<file path="src/rtl/cellrv32_wdt_hbsup.sv">
// Heartbeat supervisor: feeds the WDT only when every enabled source checked in
// inside the [win_min, win_max] tick window; any violation stops feeding for good.
module cellrv32_wdt_hbsup #(
  parameter int          NUM_SRC  = 4,
  parameter int          WIN_W    = 16,
  parameter logic [31:0] WDT_ADDR = 32'hFFFF_FFBC,
  parameter int          ACK_TMO  = 16
) (
  input  logic               clk_i,
  input  logic               rst_i,
  input  logic               en_i,
  input  logic               tick_i,
  input  logic [NUM_SRC-1:0] src_en_i,
  input  logic [NUM_SRC-1:0] hb_i,
  input  logic [WIN_W-1:0]   win_min_i,
  input  logic [WIN_W-1:0]   win_max_i,
  input  logic [31:0]        wdt_cfg_i,
  output logic [31:0]        addr_o,
  output logic               wren_o,
  output logic [31:0]        data_o,
  input  logic               ack_i,
  output logic [NUM_SRC-1:0] seen_o,
  output logic               fault_o,
  output logic [1:0]         fault_cause_o,
  output logic [NUM_SRC-1:0] fault_src_o,
  output logic               irq_o,
  output logic [7:0]         feed_cnt_o
);

  typedef enum logic [2:0] {S_IDLE, S_COLLECT, S_FEED, S_WAIT, S_FAULT} state_t;

  localparam logic [1:0] CAUSE_EARLY = 2'b01;
  localparam logic [1:0] CAUSE_LATE  = 2'b10;
  localparam logic [1:0] CAUSE_BUS   = 2'b11;
  localparam logic [7:0] TMO_LAST    = 8'(ACK_TMO - 1);

  state_t             state_q, state_d;
  logic [WIN_W-1:0]   win_q, win_d;
  logic [NUM_SRC-1:0] seen_q, seen_d;
  logic [7:0]         tmo_q, tmo_d;
  logic               wren_q, wren_d;
  logic [31:0]        addr_q, addr_d;
  logic [31:0]        data_q, data_d;
  logic               fault_q, fault_d;
  logic [1:0]         cause_q, cause_d;
  logic [NUM_SRC-1:0] fsrc_q, fsrc_d;
  logic               irq_q, irq_d;
  logic [7:0]         feed_cnt_q, feed_cnt_d;

  logic               below_min;
  logic [NUM_SRC-1:0] early_v, good_v, seen_nxt;
  logic               win_done, late;
  logic [WIN_W-1:0]   win_inc;

  assign below_min = (win_q < win_min_i);

  // Per-source classification: a pulse from an enabled source is either early or a valid check-in.
  for (genvar k = 0; k < NUM_SRC; k++) begin : g_src
    assign early_v[k] = src_en_i[k] & hb_i[k] & below_min;
    assign good_v[k]  = src_en_i[k] & hb_i[k] & ~below_min;
  end

  assign seen_nxt = seen_q | good_v;
  assign win_done = (&(seen_nxt | ~src_en_i)) & (|src_en_i);
  assign late     = tick_i & (win_q == win_max_i) & ~win_done;
  assign win_inc  = (tick_i && (win_q != {WIN_W{1'b1}})) ? win_q + 1'b1 : win_q;

  always_comb begin
    state_d    = state_q;
    win_d      = win_q;
    seen_d     = seen_q;
    tmo_d      = tmo_q;
    wren_d     = 1'b0;
    addr_d     = 32'h0;
    data_d     = 32'h0;
    fault_d    = fault_q;
    cause_d    = cause_q;
    fsrc_d     = fsrc_q;
    irq_d      = 1'b0;
    feed_cnt_d = feed_cnt_q;
    case (state_q)
      S_IDLE: begin
        win_d   = '0;
        seen_d  = '0;
        fault_d = 1'b0;
        cause_d = 2'b00;
        fsrc_d  = '0;
        if (en_i) state_d = S_COLLECT;
      end
      S_COLLECT: begin
        if (!en_i) begin
          state_d = S_IDLE;
          win_d   = '0;
          seen_d  = '0;
        end else if (|early_v) begin
          state_d = S_FAULT;
          fault_d = 1'b1;
          cause_d = CAUSE_EARLY;
          fsrc_d  = early_v;
          irq_d   = 1'b1;
        end else if (win_done) begin
          state_d = S_FEED;
          seen_d  = seen_nxt;
          wren_d  = 1'b1;
          addr_d  = WDT_ADDR;
          data_d  = (wdt_cfg_i | 32'h0000_0010) & ~32'h0000_0020;
        end else if (late) begin
          state_d = S_FAULT;
          fault_d = 1'b1;
          cause_d = CAUSE_LATE;
          fsrc_d  = '0;
          irq_d   = 1'b1;
        end else begin
          win_d  = win_inc;
          seen_d = seen_nxt;
        end
      end
      S_FEED: begin
        state_d = S_WAIT;
        tmo_d   = 8'h0;
      end
      S_WAIT: begin
        // The window restarts on the ack edge; a coincident tick is dropped.
        if (ack_i) begin
          feed_cnt_d = feed_cnt_q + 8'd1;
          seen_d     = '0;
          win_d      = '0;
          state_d    = en_i ? S_COLLECT : S_IDLE;
        end else if (tmo_q == TMO_LAST) begin
          state_d = S_FAULT;
          fault_d = 1'b1;
          cause_d = CAUSE_BUS;
          fsrc_d  = '0;
          irq_d   = 1'b1;
        end else begin
          tmo_d = tmo_q + 8'd1;
        end
      end
      S_FAULT: begin
        if (!en_i) begin
          state_d = S_IDLE;
          fault_d = 1'b0;
          cause_d = 2'b00;
          fsrc_d  = '0;
          seen_d  = '0;
          win_d   = '0;
        end
      end
      default: state_d = S_IDLE;
    endcase
  end

  always_ff @(posedge clk_i) begin
    if (rst_i) begin
      state_q    <= S_IDLE;
      win_q      <= '0;
      seen_q     <= '0;
      tmo_q      <= 8'h0;
      wren_q     <= 1'b0;
      addr_q     <= 32'h0;
      data_q     <= 32'h0;
      fault_q    <= 1'b0;
      cause_q    <= 2'b00;
      fsrc_q     <= '0;
      irq_q      <= 1'b0;
      feed_cnt_q <= 8'h0;
    end else begin
      state_q    <= state_d;
      win_q      <= win_d;
      seen_q     <= seen_d;
      tmo_q      <= tmo_d;
      wren_q     <= wren_d;
      addr_q     <= addr_d;
      data_q     <= data_d;
      fault_q    <= fault_d;
      cause_q    <= cause_d;
      fsrc_q     <= fsrc_d;
      irq_q      <= irq_d;
      feed_cnt_q <= feed_cnt_d;
    end
  end

  assign addr_o        = addr_q;
  assign wren_o        = wren_q;
  assign data_o        = data_q;
  assign seen_o        = seen_q;
  assign fault_o       = fault_q;
  assign fault_cause_o = cause_q;
  assign fault_src_o   = fsrc_q;
  assign irq_o         = irq_q;
  assign feed_cnt_o    = feed_cnt_q;

endmodule

</file>
<file path="config.mk">
export PLATFORM = sky130hd
export DESIGN_NAME = cellrv32_wdt_hbsup
export DESIGN_NICKNAME = d
export VERILOG_FILES = /design/src/rtl/cellrv32_wdt_hbsup.sv
export SDC_FILE = /design/constraint.sdc
export NUM_CORES = 1
export LEC_CHECK = 0
export BUFFER_PORTS_ARGS = -buffer_cell sky130_fd_sc_hd__clkbuf_2
export CAP_MARGIN = 10
export CORE_MARGIN = 2
export CORE_UTILIZATION = 53
export DETAILED_ROUTE_END_ITERATION = 10
export PLACE_DENSITY_LB_ADDON = 0.08
export RECOVER_POWER = 50
export SYNTH_ARGS = -nofsm -noshare
export SYNTH_HDL_FRONTEND = slang
export SYNTH_SLANG_ARGS = --single-unit
</file>
<file path="constraint.sdc">
create_clock -name clk_i -period 6.9 [get_ports clk_i]
set_input_delay 0.345 -clock clk_i [delete_from_list [all_inputs] [get_ports clk_i]]
set_output_delay 0.345 -clock clk_i [all_outputs]
set_load 0.03 [all_outputs]
</file>
---- Word level (Yosys, flattened, before mapping) ----
Index checks and enable logic that the tools add are counted.
word-level totals
  register bits ........................... 112
  input port bits ......................... 77
  output and inout bits ................... 85
  word-level logic and storage cells ...... 138
cells by class
  add/subtract/negate cells ............... 3
  magnitude comparators ................... 1
  eq/ne operators ......................... 23
  mux-type cells .......................... 61
  bitwise logic cells ..................... 22
  reductions and logical operators ........ 15
operator list
  operator               number
  $mux 16                7
  $pmux 16 s4            1
  $mux 4                 12
  $mux 32                1
  $pmux 4 s4             2
  $mux 3                 8
  $ne 3x3->1 const B     7
  $add 16x1->16 const B  1
  $add 8x1->8 const B    2
  $eq 16x16->1           1
  $lt 16x16->1           1
  $mux 8                 2
  $ne 16x16->1 const B   1
  $pmux 8 s2             1
  $and 1x1->1            15
  $mux 1                 15
  $pmux 3 s5             1
  $mux 2                 7
  $ne 2x2->1 const B     7
  $reduce_and 7->1       2
  $eq 8x4->1 const B     1
  $or 4x4->4             2
  $pmux 2 s4             1
  $reduce_and 4->1       2
  other kinds (20)       25

---- Logic depth before layout (Yosys ltp) ----
Gate-level depths: netlist of run 1.
  word-level depth ........................ 14
  gate-level depth with buffers ........... 11
  depth with buffers taken out ............ 10

---- Worst setup path after synthesis of run 1 ----
OpenSTA, ideal clock, no wires.
  path type ............................... input port to flip-flop
  start ................................... input port win_min_i[15]
  end ..................................... register win_q[0]
  library setup time ...................... 0.071 ns
  arrival ................................. 2.750 ns
  data required time ...................... 6.829 ns
  slack ................................... 4.079 ns
  cell stages on the path ................. 11
  path buffers ............................ 1
  cell sequence ........................... inv_1 ha_1 nand4_1 or3_1 or4_1 nand3_2 o211a_4 nand3_4 buf_6 or3_1 a21oi_1
between the ends
  cells in the longest elaborated chain, start to end .. 11
  elaborated cells between the ends (all ways) .. 21
  classes of those cells .................. order compare (1); eq/ne (3); bitwise (14); reduce/logical (3)
ends and longest elaborated chain
  item                                   line  RTL
  start: declaration                     15    input logic [WIN_W-1:0] win_min_i,
  $lt 16x16->1 (*)                       55    assign below_min = (win_q < win_min_i);
  $not 1->1                              60    assign good_v[k] = src_en_i[k] & hb_i[k] & ~below_min;
  $and 1x1->1                            60
  $or 4x4->4                             63    assign seen_nxt = seen_q | good_v;
  $or 4x4->4                             64    assign win_done = (&(seen_nxt | ~src_en_i)) & (|src_en_i);
  $reduce_and 4->1                       64
  $and 1x1->1                            64
  $not 1->1 (no source line)             n/a
  $and 1x1->1                            65    assign late = tick_i & (win_q == win_max_i) & ~win_done;
  $ne 3x3->1 (no source line)            n/a
  $reduce_and 7->1 (no source line) (*)  n/a
  end signal: assignment                 169   win_q <= win_d;
  end: declaration                       38    logic [WIN_W-1:0] win_q, win_d;
Mark *: on every way between the ends. The rest lies on a longest branch, timed or not.
A chain may end at the register's enable or synchronous reset.

---- Worst setup path after layout of run 1 ----
  start ................................... register win_q[15]
  end ..................................... register data_q[8] (netlist: data_o[8])
between the ends
  cells in the longest elaborated chain, start to end .. 9
  elaborated cells between the ends (all ways) .. 16
  classes of those cells .................. order compare (1); bitwise (13); reduce/logical (2)
ends and longest elaborated chain
  item                                  line  RTL
  $lt 16x16->1 (*)                      55
  $not 1->1                             60
  $and 1x1->1                           60
  $or 4x4->4                            63
  $or 4x4->4                            64
  $reduce_and 4->1                      64
  $and 1x1->1                           64
  $not 1->1 (no source line)            n/a
  $reduce_or 8->1 (no source line) (*)  n/a
  end signal: assignment                174   data_q <= data_d;
  end: declaration                      43    logic [31:0] data_q, data_d;
Marks and branches as above.

==> results.json, run 1 <==
{
  "post_dp_cell_area_mm2": 0.00464,
  "vias": 3527,
  "io_pins": 162,
  "die_area_mm2": 0.00840,
  "worstMarginPinSlew_ns": 0.731,
  "drcViolationCount": 0,
  "antenna_found_initial": 0,
  "synthesis.area_mm2": 0.00407,
  "root_buffer": "clkbuf_8",
  "startpoint": "win_q[15]",
  "dr.pass1.iters": 4,
  "syn_to_final_growth_pct": 16.8,
  "place_congestion": 0.821,
  "maxCapViolations": 0,
  "post-cts-setup-buffers": 0,
  "setup_viol": 0,
  "critical_path_class": "reg -> reg",
  "synth_edf_count": 0,
  "crit_path_start_kind": "register",
  "cp.arrival_ns": 3.60,
  "drt_wl_total_mm": 9.06,
  "grt_usage": 0.220,
  "critPathRequiredTime_ns": 7.19,
  "async_flop_share": 0,
  "grt-ovfl-total": 0,
  "setup_slack_ns": 3.59,
  "fin_util": 0.648,
  "ys_types": 59,
  "r2r_start": "win_q[15]",
  "synthCells": 463,
  "clock_skew_ns": 0.00752,
  "num-fill-cells": 695,
  "core_mm2": 0.00733,
  "fmax_mhz": 302,
  "drive_above_1_share": 0.203,
  "dpl_worst_slack_ns": 3.51,
  "num_rows": 31,
  "rsz0062_at_grt": "false",
  "initial_utilization": 0.555,
  "ys_seq_area_frac": 0.384,
  "hold_path_depth": 2,
  "peakVddDrop_uv": 119,
  "antenna_left": 0,
  "cp-end-kind": "register",
  "drt_iter0_drc": 189,
  "status": "complete, no violations",
  "die_x_um": 91.6,
  "cp_max_fo": 31,
  "worstHoldStart": "wdt_cfg_i[0]",
  "cts_tree": "yes",
  "reg2reg_depth": 9,
  "cp_top_family": "simple AND/OR/NAND/NOR gates",
  "synth_ff_type": "dfxtp_1",
  "final_nets": 677,
  "port-buffer-count": 155,
  "postSynthAreaPerCell_um2": 8.79,
  "cts_max_level": 3,
  "fin_crit_sh": 0.480,
  "dieHeight_um": 91.6,
  "hold_viol": 0,
  "cp_cell_sequence": "ha_1, nand4_1, or3_1, or4_1, nand3_2, o21ai_4, or3_4, nor2_4, and2_1",
  "finalPower_w": 0.000877,
  "power_per_cell_area_mw_per_mm2": 185,
  "fin_crit_ns": 3.31,
  "holdPathEnd": "data_o[0]",
  "postCtsResizedCells": 0,
  "first_global_vias": 3209,
  "wl_per_cell_um": 13.2,
  "via_per_inst": 5.14,
  "hpwlAfterDp_mm": 6.93,
  "cts.sinks": 78,
  "clock_path_buffers": 2,
  "clk_pin_slew_ns": 0.08,
  "yosysWarnings": 0,
  "grt_max_degree": 32,
  "diodes": 0,
  "hp-class": "in -> reg",
  "numCtsBuffers": 9,
  "fin_area_mm2": 0.00475,
  "r2r-end": "data_o[8]",
  "drv_slew": 0,
  "ys_ff_latch": 78,
  "slew_headroom": 0.512,
  "cts_hold_buf": 0,
  "grt_pass1_wl_mm": 15.1,
  "finalSetupTns_ns": 0,
  "critPathMaxStageDelay_ns": 0.59,
  "insertion_delay_ns": 0.35,
  "critical_path.slowest_cell": "or4_1",
  "r2r_slack_ns": 3.59,
  "crit_buf_inv": 0,
  "p_leak_nw": 2.03
}
[cell families after synthesis]
| group | synth area share |
|---|---|
| muxes | 0.00769 |
| DFF | 0.384 |
| and+or+nand+nor | 0.250 |
| xor gates and xnor gates | 0.0667 |
| other | 0.000921 |
| buffers and inverters | 0.107 |
| adders and majority gates | 0.0553 |
| AOI/OAI and AO/OA | 0.129 |
[through the flow]
stage                     hold WS [ns]  cells
final                            0.193    686
after global routing             0.174    686
after CTS                        0.179    686
after detailed placement         0.489    670
after global placement           0.470    670
after floorplan                  0.467    466
[flip-flops by register name, indices dropped and copies added, names as in the netlist]
signal,flops
irq_o,1
state_q,3
fault_src_o,4
tmo_q,8
fault_cause_o,2
fault_o,1
seen_o,4
feed_cnt_o,8
addr_o,1
data_o,30
win_q,16
[power by group]
group	switching [W]	total, W	internal (W)
clock	0.000161	0.000340	0.000179
sequential	0.00000304	0.000456	0.000453
combinational	0.0000479	0.0000810	0.0000332
[placed cells by master (no fill, tap or decap), types with 18 or more instances in the layout]
| cell | count |
|---|---|
| clkbuf_1 | 70 |
| xor2_1 | 23 |
| clkbuf_2 | 87 |
| ha_1 | 18 |
| nand2_1 | 23 |
| nor2_1 | 40 |
| dfxtp_1 | 78 |
| a21oi_1 | 20 |
| inv_1 | 23 |
| and2_1 | 33 |
[worst max path at each step]
stage / end / slack [ns] / cells after the start
6_report: data_o[8] / 3.59 / 9
5_1_grt: data_o[8] / 3.34 / 9
3_3_place_gp: data_o[20] / 3.56 / 11
2_1_floorplan: win_q[0] / 4.08 / 11
3_5_place_dp: data_o[8] / 3.51 / 11
4_1_cts: data_o[8] / 3.55 / 9
[layout make-up]
| type | count | area [um2] | area share |
|---|---|---|---|
| Clock buffer | 12 | 145 | 0.0305 |
| Timing Repair Buffer | 156 | 698 | 0.147 |
| Clock inverter | 4 | 52.6 | 0.0111 |
| Multi-Input combinational cell | 314 | 2080 | 0.439 |
| Tap cell | 99 | 124 | 0.0261 |
| Sequential cell | 78 | 1560 | 0.329 |
| Inverter | 23 | 86.3 | 0.0182 |
[cell usage after synthesis (all sizes together) (2+ instances only)]
| library cell | n | area share |
|---|---|---|
| nor2b | 8 | 0.012 |
| o31ai | 9 | 0.017 |
| and2 | 33 | 0.051 |
| or2 | 2 | 0.0031 |
| nor4 | 6 | 0.0092 |
| nor2 | 41 | 0.040 |
| a31oi | 5 | 0.0077 |
| a21oi | 21 | 0.027 |
| nor3 | 9 | 0.011 |
| a31o | 2 | 0.0043 |
| nand2 | 23 | 0.021 |
| mux2i | 2 | 0.0049 |
| or3 | 11 | 0.018 |
| nand3 | 15 | 0.023 |
| and4 | 3 | 0.0068 |
| a2111oi | 3 | 0.0095 |
| xor2 | 23 | 0.049 |
| o21a | 2 | 0.0037 |
| and3 | 5 | 0.0083 |
| or4 | 7 | 0.013 |
| nand4 | 12 | 0.022 |
| ha | 18 | 0.055 |
| buf | 39 | 0.075 |
| xnor2 | 8 | 0.017 |
| clkbuf | 12 | 0.011 |
| inv | 23 | 0.021 |
| nand2b | 5 | 0.0077 |
| o21ai | 16 | 0.022 |
| o211ai | 7 | 0.013 |
| dfxtp | 78 | 0.38 |
[per-layer routing]
metal  share of wire  track usage  up-vias
li1                -            -     1807
met1            0.46        0.286     1604
met2            0.47        0.370      106
met3           0.057       0.0452       10
met4           0.012       0.0657        0
met5               0            0        -
Power figures use the tool's default switching activity.
==> run 2, diff against run 1 <==
- CORE_UTILIZATION: 53 -> 49
- clock period: 6.9 -> 3.41 ns (I/O delays scaled with it)
==> run 2 against run 1 <==
Clock power is 130% higher. Wire length down 2.5%. Fmax is 5.5% higher. Global-route usage shrank 2.5 points. Register-to-register slack worse by 3.3 ns. Critical endpoint is now win_q[12].
==> results.json, run 2 (same netlist as run 1, synthesis figures left out) <==
{
  "worstMarginPinSlew_ns": 0.734,
  "vias": 3544,
  "rsz0062_at_grt": "false",
  "cp.arrival_ns": 3.42,
  "r2r_start": "win_q[15]",
  "core_mm2": 0.00813,
  "critical_path_class": "reg -> reg",
  "dpl_worst_slack_ns": 0.274,
  "clk_pin_slew_ns": 0.08,
  "post-cts-setup-buffers": 0,
  "drv_slew": 0,
  "clock_path_buffers": 2,
  "p_leak_nw": 2.07,
  "power_per_cell_area_mw_per_mm2": 386,
  "place_congestion": 0.836,
  "io_pins": 162,
  "regArea_mm2": 0.00156,
  "maxCapViolations": 0,
  "fin_crit_sh": 0.921,
  "r2r_slack_ns": 0.27,
  "grt_max_degree": 32,
  "syn_to_final_growth_pct": 18.8,
  "multiInputGateArea_mm2": 0.00208,
  "cts_tree": "yes",
  "hold_path_depth": 2,
  "largest_reg_flops": 30,
  "num-fill-cells": 773,
  "slew_headroom": 0.510,
  "hp-class": "in -> reg",
  "cp_top_family": "simple AND/OR/NAND/NOR gates",
  "cp_cell_sequence": "ha_1, nand4_1, or3_1, or4_1, nand3_2, o211a_4, nand3_4, or4_1, a21oi_1",
  "status": "complete, no violations",
  "dr.pass1.iters": 4,
  "holdPathEnd": "data_o[15]",
  "antenna_left": 0,
  "worstHoldStart": "wdt_cfg_i[15]",
  "drt_wl_total_mm": 8.84,
  "clock_skew_ns": 0.00550,
  "crit_buf_inv": 0,
  "critical_path.slowest_cell": "or4_1",
  "cp-end-kind": "register",
  "r2r-end": "win_q[12]",
  "diodes": 0,
  "grt_pass1_wl_mm": 14.1,
  "final_nets": 681,
  "die_x_um": 95.1,
  "grt-ovfl-total": 0,
  "wl_per_cell_um": 12.7,
  "layout_common_cells": "clkbuf_2 (87), dfxtp_1 (78), clkbuf_1 (68)",
  "peakVddDrop_uv": 241,
  "hold_viol": 0,
  "crit_path_start_kind": "register",
  "cts.sinks": 78,
  "setup_slack_ns": 0.269,
  "root_buffer": "clkbuf_8",
  "drt_iter0_drc": 160,
  "postCtsResizedCells": 0,
  "drive_above_1_share": 0.212,
  "crit_top_cell": "or4_1",
  "via_per_inst": 5.09,
  "cp_max_fo": 15,
  "hpwlAfterDp_mm": 6.84,
  "reg2reg_depth": 9,
  "first_global_vias": 3093,
  "fin_crit_ns": 3.14,
  "dieHeight_um": 95.1,
  "initial_utilization": 0.500,
  "port-buffer-count": 155,
  "num_rows": 33,
  "drcViolationCount": 0,
  "final_common_cell": "clkbuf_2",
  "antenna_found_initial": 0,
  "fmax_mhz": 318,
  "critPathMaxStageDelay_ns": 0.60,
  "numCtsBuffers": 9,
  "insertion_delay_ns": 0.34,
  "die_area_mm2": 0.00905,
  "grt_usage": 0.196,
  "setup_viol": 0,
  "critPathRequiredTime_ns": 3.69,
  "finalSetupTns_ns": 0,
  "cts_max_level": 3,
  "cts_hold_buf": 0
}
## run 2: report_power, final
part	internal (W)	switching (W)
sequential	0.000916	0.00000582
clock	0.000438	0.000342
combinational	0.0000679	0.0000976
## run 2: worst max path at each step
stage / startpoint / endpoint / slack [ns] / cells past startpoint
final: win_q[15] / win_q[12] / 0.27 / 9
after global routing: win_q[15] / win_q[12] / 0.09 / 9
after CTS: win_q[15] / win_q[12] / 0.25 / 9
after detailed placement: win_q[15] / win_q[12] / 0.27 / 9
after global placement: win_q[15] / win_q[12] / 0.33 / 9
after floorplan: win_q[15] / win_q[0] / 0.62 / 10
## run 2: area by class of cell
cell class | count | area share
multi-input cells | 314 | 0.431
repair buffers | 160 | 0.153
well taps | 105 | 0.0272
clock inverters | 6 | 0.0192
inverters | 23 | 0.0179
flip-flops and latches | 78 | 0.323
clock buffers | 10 | 0.0285
## run 2: through the flow
step	utilization	hold WS, ns	std cells	total power (W)	instance area, um2
2_1_floorplan	-	0.292	466	0.00104	4080
3_3_place_gp	0.577	0.372	680	0.00111	4690
3_5_place_dp	0.577	0.374	680	0.00111	4690
4_1_cts	0.605	0.00329	696	0.00190	4920
5_1_grt	0.594	0.000230	696	0.00195	4830
6_report	0.594	0.0194	696	0.00187	4830
## run 2: routing by layer
layer | vias up | part of all wire | global-route usage
met3 | 11 | 0.081 | 0.0538
met2 | 119 | 0.45 | 0.318
met4 | 0 | 0.013 | 0.0604
met5 | - | 0 | 0
met1 | 1597 | 0.46 | 0.252
li1 | 1817 | - | -
